### src/rtl/fifo_arb_pkg.sv
// Shared state type and width helpers for the FIFO write arbiter.
package fifo_arb_pkg;

  typedef enum logic [0:0] {IDLE, GRANT} arb_state_e;

  function automatic int unsigned id_w(int unsigned num_req);
    return (num_req > 1) ? $clog2(num_req) : 1;
  endfunction

  function automatic int unsigned cnt_w(int unsigned max_beats);
    return $clog2(max_beats + 1);
  endfunction

endpackage

### src/rtl/fifo_wr_arbiter_if.sv
// Producer-side and FIFO-side signals of the write arbiter, bundled with modports.
interface fifo_wr_arbiter_if
  import fifo_arb_pkg::*;
#(
  parameter int unsigned NUM_REQ    = 4,
  parameter int unsigned DATA_WIDTH = 8
);
  localparam int unsigned IdW = id_w(NUM_REQ);

  logic [NUM_REQ-1:0]            req_valid;
  logic [NUM_REQ*DATA_WIDTH-1:0] req_data;
  logic [NUM_REQ-1:0]            req_last;
  logic [NUM_REQ-1:0]            req_ready;
  logic                          fifo_wr_en;
  logic [DATA_WIDTH-1:0]         fifo_wr_data;
  logic                          fifo_full;
  logic                          grant_valid;
  logic [IdW-1:0]                grant_id;
  logic                          trunc_pulse;

  modport master (
    output req_valid, req_data, req_last, fifo_full,
    input  req_ready, fifo_wr_en, fifo_wr_data, grant_valid, grant_id, trunc_pulse
  );

  modport slave (
    input  req_valid, req_data, req_last, fifo_full,
    output req_ready, fifo_wr_en, fifo_wr_data, grant_valid, grant_id, trunc_pulse
  );

endinterface

### src/rtl/rr_pick.sv
// Combinational round-robin pick: rotate by pointer, priority-encode, un-rotate.
module rr_pick
  import fifo_arb_pkg::*;
#(
  parameter int unsigned NUM_REQ = 4,
  localparam int unsigned IdW    = id_w(NUM_REQ)
) (
  input  logic [NUM_REQ-1:0] i_req,
  input  logic [IdW-1:0]     i_ptr,
  output logic [IdW-1:0]     o_winner,
  output logic               o_any
);

  logic [NUM_REQ-1:0] w_rot;
  logic [IdW-1:0]     w_idx;
  logic [31:0]        w_sum;

  // w_rot[i] holds the request that sits i places above the pointer.
  always_comb begin
    w_rot = '0;
    for (int unsigned i = 0; i < NUM_REQ; i++) begin
      for (int unsigned j = 0; j < NUM_REQ; j++) begin
        if ((i + 32'(i_ptr)) % NUM_REQ == j) begin
          w_rot[i] = i_req[j];
        end
      end
    end
  end

  always_comb begin
    w_idx = '0;
    o_any = 1'b0;
    for (int unsigned i = 0; i < NUM_REQ; i++) begin
      if (w_rot[i] && !o_any) begin
        w_idx = IdW'(i);
        o_any = 1'b1;
      end
    end
    w_sum = 32'(w_idx) + 32'(i_ptr);
    if (w_sum >= NUM_REQ) begin
      w_sum = w_sum - NUM_REQ;
    end
    o_winner = IdW'(w_sum);
  end

endmodule

### src/rtl/fifo_wr_arbiter.sv
// Round-robin arbiter sharing one FIFO write port; grants lock per packet, capped at MAX_BEATS.
module fifo_wr_arbiter
  import fifo_arb_pkg::*;
#(
  parameter int unsigned NUM_REQ    = 4,
  parameter int unsigned DATA_WIDTH = 8,
  parameter int unsigned MAX_BEATS  = 16
) (
  input  logic             i_clk,
  input  logic             i_rst_n,
  fifo_wr_arbiter_if.slave io_bus
);

  localparam int unsigned IdW  = id_w(NUM_REQ);
  localparam int unsigned CntW = cnt_w(MAX_BEATS);

  arb_state_e      r_state;
  logic [IdW-1:0]  r_rr_ptr;
  logic [IdW-1:0]  r_grant_id;
  logic [CntW-1:0] r_beat_cnt;
  logic            r_trunc;

  logic [IdW-1:0]        w_winner;
  logic [IdW-1:0]        w_next_id;
  logic                  w_any;
  logic                  w_granted;
  logic                  w_valid_g;
  logic                  w_last_g;
  logic                  w_accept;
  logic [NUM_REQ-1:0]    w_ready;
  logic [DATA_WIDTH-1:0] w_data;

  rr_pick #(
    .NUM_REQ (NUM_REQ)
  ) u_rr_pick (
    .i_req    (io_bus.req_valid),
    .i_ptr    (r_rr_ptr),
    .o_winner (w_winner),
    .o_any    (w_any)
  );

  assign w_granted = (r_state == GRANT);
  assign w_accept  = w_valid_g && !io_bus.fifo_full;
  assign w_next_id = (r_grant_id == IdW'(NUM_REQ - 1)) ? '0 : r_grant_id + IdW'(1);

  always_comb begin
    w_valid_g = 1'b0;
    w_last_g  = 1'b0;
    w_ready   = '0;
    w_data    = '0;
    for (int unsigned i = 0; i < NUM_REQ; i++) begin
      if (w_granted && (r_grant_id == IdW'(i))) begin
        w_valid_g  = io_bus.req_valid[i];
        w_last_g   = io_bus.req_last[i];
        w_ready[i] = !io_bus.fifo_full;
        w_data     = io_bus.req_data[i*DATA_WIDTH +: DATA_WIDTH];
      end
    end
  end

  always_ff @(posedge i_clk) begin
    if (!i_rst_n) begin
      r_state    <= IDLE;
      r_rr_ptr   <= '0;
      r_grant_id <= '0;
      r_beat_cnt <= '0;
      r_trunc    <= 1'b0;
    end else begin
      r_trunc <= 1'b0;
      unique case (r_state)
        IDLE: begin
          if (w_any) begin
            r_grant_id <= w_winner;
            r_beat_cnt <= '0;
            r_state    <= GRANT;
          end
        end
        GRANT: begin
          // A dropped valid on the holder is a bubble; only an accepted beat can release.
          if (w_accept) begin
            r_beat_cnt <= r_beat_cnt + CntW'(1);
            if (w_last_g) begin
              r_state  <= IDLE;
              r_rr_ptr <= w_next_id;
            end else if (r_beat_cnt == CntW'(MAX_BEATS - 1)) begin
              r_state  <= IDLE;
              r_rr_ptr <= w_next_id;
              r_trunc  <= 1'b1;
            end
          end
        end
        default: r_state <= IDLE;
      endcase
    end
  end

  assign io_bus.req_ready    = w_ready;
  assign io_bus.fifo_wr_en   = w_accept;
  assign io_bus.fifo_wr_data = w_data;
  assign io_bus.grant_valid  = w_granted;
  assign io_bus.grant_id     = r_grant_id;
  assign io_bus.trunc_pulse  = r_trunc;

endmodule

### src/flat_wrapper.sv
// flat-port wrapper written by rule: the top's interface ports become plain ports
module fifo_wr_arbiter_flat import fifo_arb_pkg::*;
#(
  parameter int unsigned NUM_REQ    = 4,
  parameter int unsigned DATA_WIDTH = 8,
  parameter int unsigned MAX_BEATS  = 16
)
  (i_clk, i_rst_n, io_bus_req_valid, io_bus_req_data, io_bus_req_last, io_bus_fifo_full, io_bus_req_ready, io_bus_fifo_wr_en, io_bus_fifo_wr_data, io_bus_grant_valid, io_bus_grant_id, io_bus_trunc_pulse);
  fifo_wr_arbiter_if #(.NUM_REQ(NUM_REQ), .DATA_WIDTH(DATA_WIDTH)) io_bus_i ();
  input  logic i_clk;
  input  logic i_rst_n;
  input wire logic [$bits(io_bus_i.req_valid)-1:0] io_bus_req_valid;
  input wire logic [$bits(io_bus_i.req_data)-1:0] io_bus_req_data;
  input wire logic [$bits(io_bus_i.req_last)-1:0] io_bus_req_last;
  input wire logic [$bits(io_bus_i.fifo_full)-1:0] io_bus_fifo_full;
  output wire logic [$bits(io_bus_i.req_ready)-1:0] io_bus_req_ready;
  output wire logic [$bits(io_bus_i.fifo_wr_en)-1:0] io_bus_fifo_wr_en;
  output wire logic [$bits(io_bus_i.fifo_wr_data)-1:0] io_bus_fifo_wr_data;
  output wire logic [$bits(io_bus_i.grant_valid)-1:0] io_bus_grant_valid;
  output wire logic [$bits(io_bus_i.grant_id)-1:0] io_bus_grant_id;
  output wire logic [$bits(io_bus_i.trunc_pulse)-1:0] io_bus_trunc_pulse;
  assign io_bus_i.req_valid = io_bus_req_valid;
  assign io_bus_i.req_data = io_bus_req_data;
  assign io_bus_i.req_last = io_bus_req_last;
  assign io_bus_i.fifo_full = io_bus_fifo_full;
  assign io_bus_req_ready = io_bus_i.req_ready;
  assign io_bus_fifo_wr_en = io_bus_i.fifo_wr_en;
  assign io_bus_fifo_wr_data = io_bus_i.fifo_wr_data;
  assign io_bus_grant_valid = io_bus_i.grant_valid;
  assign io_bus_grant_id = io_bus_i.grant_id;
  assign io_bus_trunc_pulse = io_bus_i.trunc_pulse;
  fifo_wr_arbiter #(.NUM_REQ(NUM_REQ), .DATA_WIDTH(DATA_WIDTH), .MAX_BEATS(MAX_BEATS)) u_core (.i_clk(i_clk), .i_rst_n(i_rst_n), .io_bus(io_bus_i));
endmodule
### config.mk
export PLATFORM = sky130hd
export DESIGN_NAME = fifo_wr_arbiter_flat
export DESIGN_NICKNAME = d
export VERILOG_FILES = /design/src/rtl/fifo_arb_pkg.sv /design/src/rtl/fifo_wr_arbiter_if.sv /design/src/rtl/rr_pick.sv /design/src/rtl/fifo_wr_arbiter.sv /design/src/flat_wrapper.sv
export SDC_FILE = /design/constraint.sdc
export NUM_CORES = 1
export LEC_CHECK = 0
export CAP_MARGIN = 5
export CORE_ASPECT_RATIO = 1.5
export CORE_MARGIN = 2
export CORE_UTILIZATION = 35
export DETAILED_ROUTE_END_ITERATION = 8
export MAX_ROUTING_LAYER = met4
export PLACE_DENSITY_LB_ADDON = 0.1
export SLEW_MARGIN = 20
export SYNTH_ARGS = -nofsm -noshare
export SYNTH_HDL_FRONTEND = slang
export SYNTH_SLANG_ARGS = --single-unit
### constraint.sdc
create_clock -name i_clk -period 5.9 [get_ports i_clk]
set_input_delay 1.77 -clock i_clk [delete_from_list [all_inputs] [get_ports i_clk]]
set_output_delay 1.77 -clock i_clk [all_outputs]
set_load 0.02 [all_outputs]
Word-level counts from Yosys, hierarchy flattened:

Index checks and enable logic that the tools add are counted.

* bits in registers: 11
* output and inout bits: 17
* logic and storage cells: 108

* $add $sub $neg: 7
* $lt $le $gt $ge: 1
* equal/unequal tests: 18
* multiplexer cells: 52
* bitwise operators: 3
* reduce and logical (&&, ||, !) cells: 22

Operators with widths (count)
* 32-bit zero test: 4
* 1-bit 2-to-1 mux: 38
* 8-bit 2-to-1 mux: 4
* 2-bit equality test, second input constant: 10
* 2-bit 2-to-1 mux: 6
* 2-bit by 1-bit equality test with 1-bit output, second input constant: 5
* 5-bit 2-to-1 mux: 2
* 5-bit one-hot mux with 2 select lines: 1
* 1-bit logical AND: 8
* 5-bit by 1-bit adder with 5-bit output, second input constant: 1
* 5-bit by 4-bit equality test with 1-bit output, second input constant: 1
* 2-bit adder, first input constant: 2
* 1-bit zero test: 4
* 2-bit inequality test, second input constant: 2
* 2-bit AND reduction: 2
* 4-bit OR reduction: 1
* 2-bit by 2-bit adder with 3-bit output: 1
* 3-bit >= comparator, second input constant: 1
* 1-bit inverter: 3
* 3-bit AND reduction: 1
* 1-bit by 2-bit adder with 2-bit output, first input constant: 1
* 2-bit by 1-bit adder with 2-bit output, second input constant: 1
* 2-bit zero test: 1
* 1-bit one-hot mux with 2 select lines: 1
* other kinds (2): 2

Logic depth before layout (Yosys ltp):

* depth after elaboration: 18
* depth in mapped cells: 10

Modules after synthesis:

Synthesis repeated with hierarchy kept, for this count alone.

* cells, all modules: 150
* area, all modules: 1131.1 um^2

By module, submodules not included
* fifo_wr_arbiter: instances 1, cells an instance 125, area an instance 949.7 um^2
* rr_pick: instances 1, cells an instance 25, area an instance 181.4 um^2

Worst setup path after synthesis:

OpenSTA, ideal clock, no wires.

* path kind: input -> output
* start point: input io_bus_req_valid[2]
* end point: output io_bus_fifo_wr_en
* arrival time: 2.507 ns
* slack: 1.623 ns
* stages: 4
* path buffers: 2
* cells stage by stage: buf_6 o311a_1 and2_4 buf_6

* longest elaborated chain between the ends: 3

RTL lines
* from (decl): line flat_wrapper.sv:12 `input wire logic [$bits(io_bus_i.req_valid)-1:0] io_bus_req_valid;`
* 1-bit 2-to-1 mux (2 in a row): line fifo_wr_arbiter.sv:52 `if (w_granted && (r_grant_id == IdW'(i))) begin`
* 1-bit logical AND: line fifo_wr_arbiter.sv:43 `assign w_accept = w_valid_g && !io_bus.fifo_full;`
* to (decl): line flat_wrapper.sv:17 `output wire logic [$bits(io_bus_i.fifo_wr_en)-1:0] io_bus_fifo_wr_en;`

No other way between the ends.

Worst setup path after layout:

* start point: input io_bus_req_valid[0]
* end point: output io_bus_fifo_wr_en

* longest elaborated chain between the ends: 5

RTL lines (line)
* 1-bit 2-to-1 mux (4 in a row): fifo_wr_arbiter.sv:52
* 1-bit logical AND: fifo_wr_arbiter.sv:43

No other way between the ends.

==> results.json <==
{
  "post_dp_cell_area_um2": 1680,
  "postRouteAntennaNets": 0,
  "fmax_mhz": 187,
  "first_pass_iters": 4,
  "clk_latency_ns": 0.24,
  "start_util_pct": 36.0,
  "avgViaCountPerCell": 5.27,
  "gr-total-overflow": 0,
  "seq_area_um2": 220,
  "crit_path_end_kind": "output port",
  "status": "complete, no violations",
  "crit_top_cell": "clkdlybuf4s50_1",
  "synth_nets": 196,
  "crit_chain": "clkdlybuf4s50_1, nand2_1, o211ai_1, and2_4, clkdlybuf4s50_1",
  "cp.required_ns": 4.13,
  "multi_input_comb_area_um2": 801,
  "core_um2": 3100,
  "root_buffer": "clkbuf_8",
  "routed_wl_um": 3330,
  "gp_congestion": 0.818,
  "synth_top_area_share_pct": 19.8,
  "cts_post_setup_buffers_inserted": 0,
  "yosysTopAreaCell": "dfxtp_1",
  "timing.rr.start": "u_core.io_bus.grant_id[1]",
  "clockBufferDepth": 2,
  "post-route-period-util_pct": 90.9,
  "synth_top_flop_cell": "dfxtp_1",
  "hold_viol": 0,
  "relSlewSlack_pct": 52.1,
  "powerDensity_nw_per_um2": 162,
  "seq_area_frac_synth_pct": 19.8,
  "io_buffers": 59,
  "path_max_fanout": 8,
  "setup_viol": 0,
  "tns_ns": 0,
  "h-tree-depth": 1,
  "drt-initial-drc-count": 9,
  "grt_setup_unrepaired": "no",
  "synth_seq_cells": 11,
  "cp_data_arrival_time_ns": 3.59,
  "p_leak_uw": 0.000674,
  "finClkSkew_ns": 0.00197,
  "netlist_top_cells_area": "dfxtp_1 (20%), ha_1 (7.9%), a221oi_1 (7.1%)",
  "timing_worst_setup_path_type": "in2out",
  "grt_antenna_before_repair": 0,
  "holdPathEnd": "u_core.r_beat_cnt[1]",
  "netlist-cell-type-count": 44,
  "postCtsResizedCells": 0,
  "wl_per_cell_um": 14.0,
  "peakVddDrop_v": 0.000149,
  "post-route-util_pct": 55.7,
  "cts.sinks": 11,
  "r2r_end": "u_core.r_rr_ptr[1]",
  "ff2ff_path_depth": 7,
  "min_from": "u_core.r_beat_cnt[1]",
  "grt_pass1_wl_um": 5260,
  "slowest_stage": "clkdlybuf4s50_1",
  "row_count": 25,
  "rrSetupSlack_ns": 3.67,
  "worst_pin_slew_ns": 0.719,
  "grt_start_max_net_pins": 24,
  "start_kind": "input pin",
  "clkTransAtPathRegs_ns": 0.05,
  "drv_slew": 0,
  "die_h_um": 73.1,
  "die_w_um": 50.1,
  "drive_gt1_share_pct": 6.57,
  "io_pins": 60,
  "finish.instance_area_um2": 1730,
  "critPathMaxStageDelay_ns": 0.62,
  "n_antenna_cell": 0,
  "critPathLaunch": "io_bus_req_valid[0]",
  "drc_errors": 0,
  "syn_avg_cell_area_um2": 7.64,
  "max-cap-violations": 0,
  "post-route-min-period_ns": 5.36,
  "dp_hpwl_um": 2610,
  "ys.warnings.count": 0,
  "vias": 1254,
  "die-area_um2": 3660,
  "fillers": 303,
  "fin_nets": 249,
  "grtUsageTotal_pct": 18.8,
  "async_flop_share_pct": 0,
  "synth_area_um2": 1110,
  "whs_path_depth": 2,
  "numCtsBuffers": 3,
  "min_path_type": "reg2reg",
  "cts_hold_buf": 0,
  "syn_inst": 146,
  "synth-edff-count": 0,
  "cts_tree": "built",
  "grt_pass1_vias": 1193,
  "area_delta_synth_final_pct": 54.8
}
[layout make-up]
type                            count  share of cell area, %
Inverter                            5                   1.09
Tap cell                           40                   2.90
Timing Repair Buffer               59                   34.2
Multi-Input combinational cell    119                   46.4
Sequential cell                    11                   12.8
Clock buffer                        4                   2.61
[Yosys cell counts (2+ instances only)]
cell type,number
nor4_1,2
dfxtp_1,11
a21oi_1,9
nand2_1,14
buf_2,3
nor2b_1,11
xnor2_1,3
nor3_1,9
inv_1,4
a221oi_1,9
and3_1,3
ha_1,7
nand3_1,2
and2_1,6
mux2i_1,6
nor2_1,16
buf_6,2
clkbuf_1,3
[cell usage in the layout, fill, tap and decap left out, types with 2 or more instances in the layout]
cell,count
nor3_1,9
dfxtp_1,11
a221oi_1,9
xnor2_1,3
clkbuf_8,3
inv_1,4
ha_1,7
nor2_1,16
clkdlybuf4s50_1,59
and2_1,6
nand3_1,2
a21oi_1,9
nor4_1,2
and3_1,3
nand2_1,14
mux2i_1,6
nor2b_1,11
[routing by layer]
layer,GRT usage [%],up-vias,part of all wire [%]
met4,7.41,0,1.6
met3,1.64,6,6.7
met5,-,-,0
met1,20.0,563,39
li1,-,627,-
met2,35.1,58,53
[kinds of logic after synthesis]
logic type      after synthesis  synth area share (%)
simple gates                 72                  34.9
mux                           6                  5.39
flops                        11                  19.8
buf+inv                      16                  8.42
fa+ha+maj                     7                  7.86
compound gates               31                  21.3
xor+xnor                      3                  2.36
[metrics by stage]
| step | cells | setup slack (ns) | power, µW | hold slack, ns |
|---|---|---|---|---|
| after floorplan | 146 | 1.62 | 149 | 0.495 |
| after global placement | 234 | 0.569 | 206 | 0.504 |
| after detailed placement | 234 | 0.571 | 207 | 0.518 |
| after CTS | 238 | 0.550 | 283 | 0.524 |
| after global routing | 238 | 0.460 | 297 | 0.564 |
| final | 238 | 0.539 | 280 | 0.520 |
[how the worst max path moves through the flow]
stage	slack, ns	end
after floorplan	1.62	io_bus_fifo_wr_en
after global placement	0.57	io_bus_fifo_wr_en
after detailed placement	0.57	io_bus_fifo_wr_en
after CTS	0.55	io_bus_fifo_wr_en
after global routing	0.46	io_bus_fifo_wr_en
final	0.54	io_bus_fifo_wr_en
[where the power goes]
part           total (µW)  switching, µW  internal [µW]
Clock                74.9           27.5           47.4
Combinational         124           57.7           66.1
Sequential           81.2           4.39           76.9
Total                 280           89.6            190
[worst max-delay path, delay by kind of cell]
family / cells / cell delay, ns
AOI/OAI and AO/OA: 1 / 0.25
and+or+nand+nor: 2 / 0.33
buffers and inverters: 2 / 1.24
[registers in the layout, summed over array words and instances, names as in the netlist]
register and cells:
u_core.io_bus.grant_id 2, u_core.io_bus.grant_valid 1, u_core.io_bus.trunc_pulse 1, u_core.r_beat_cnt 5, u_core.r_rr_ptr 2
(Power assumes the default switching activity.)
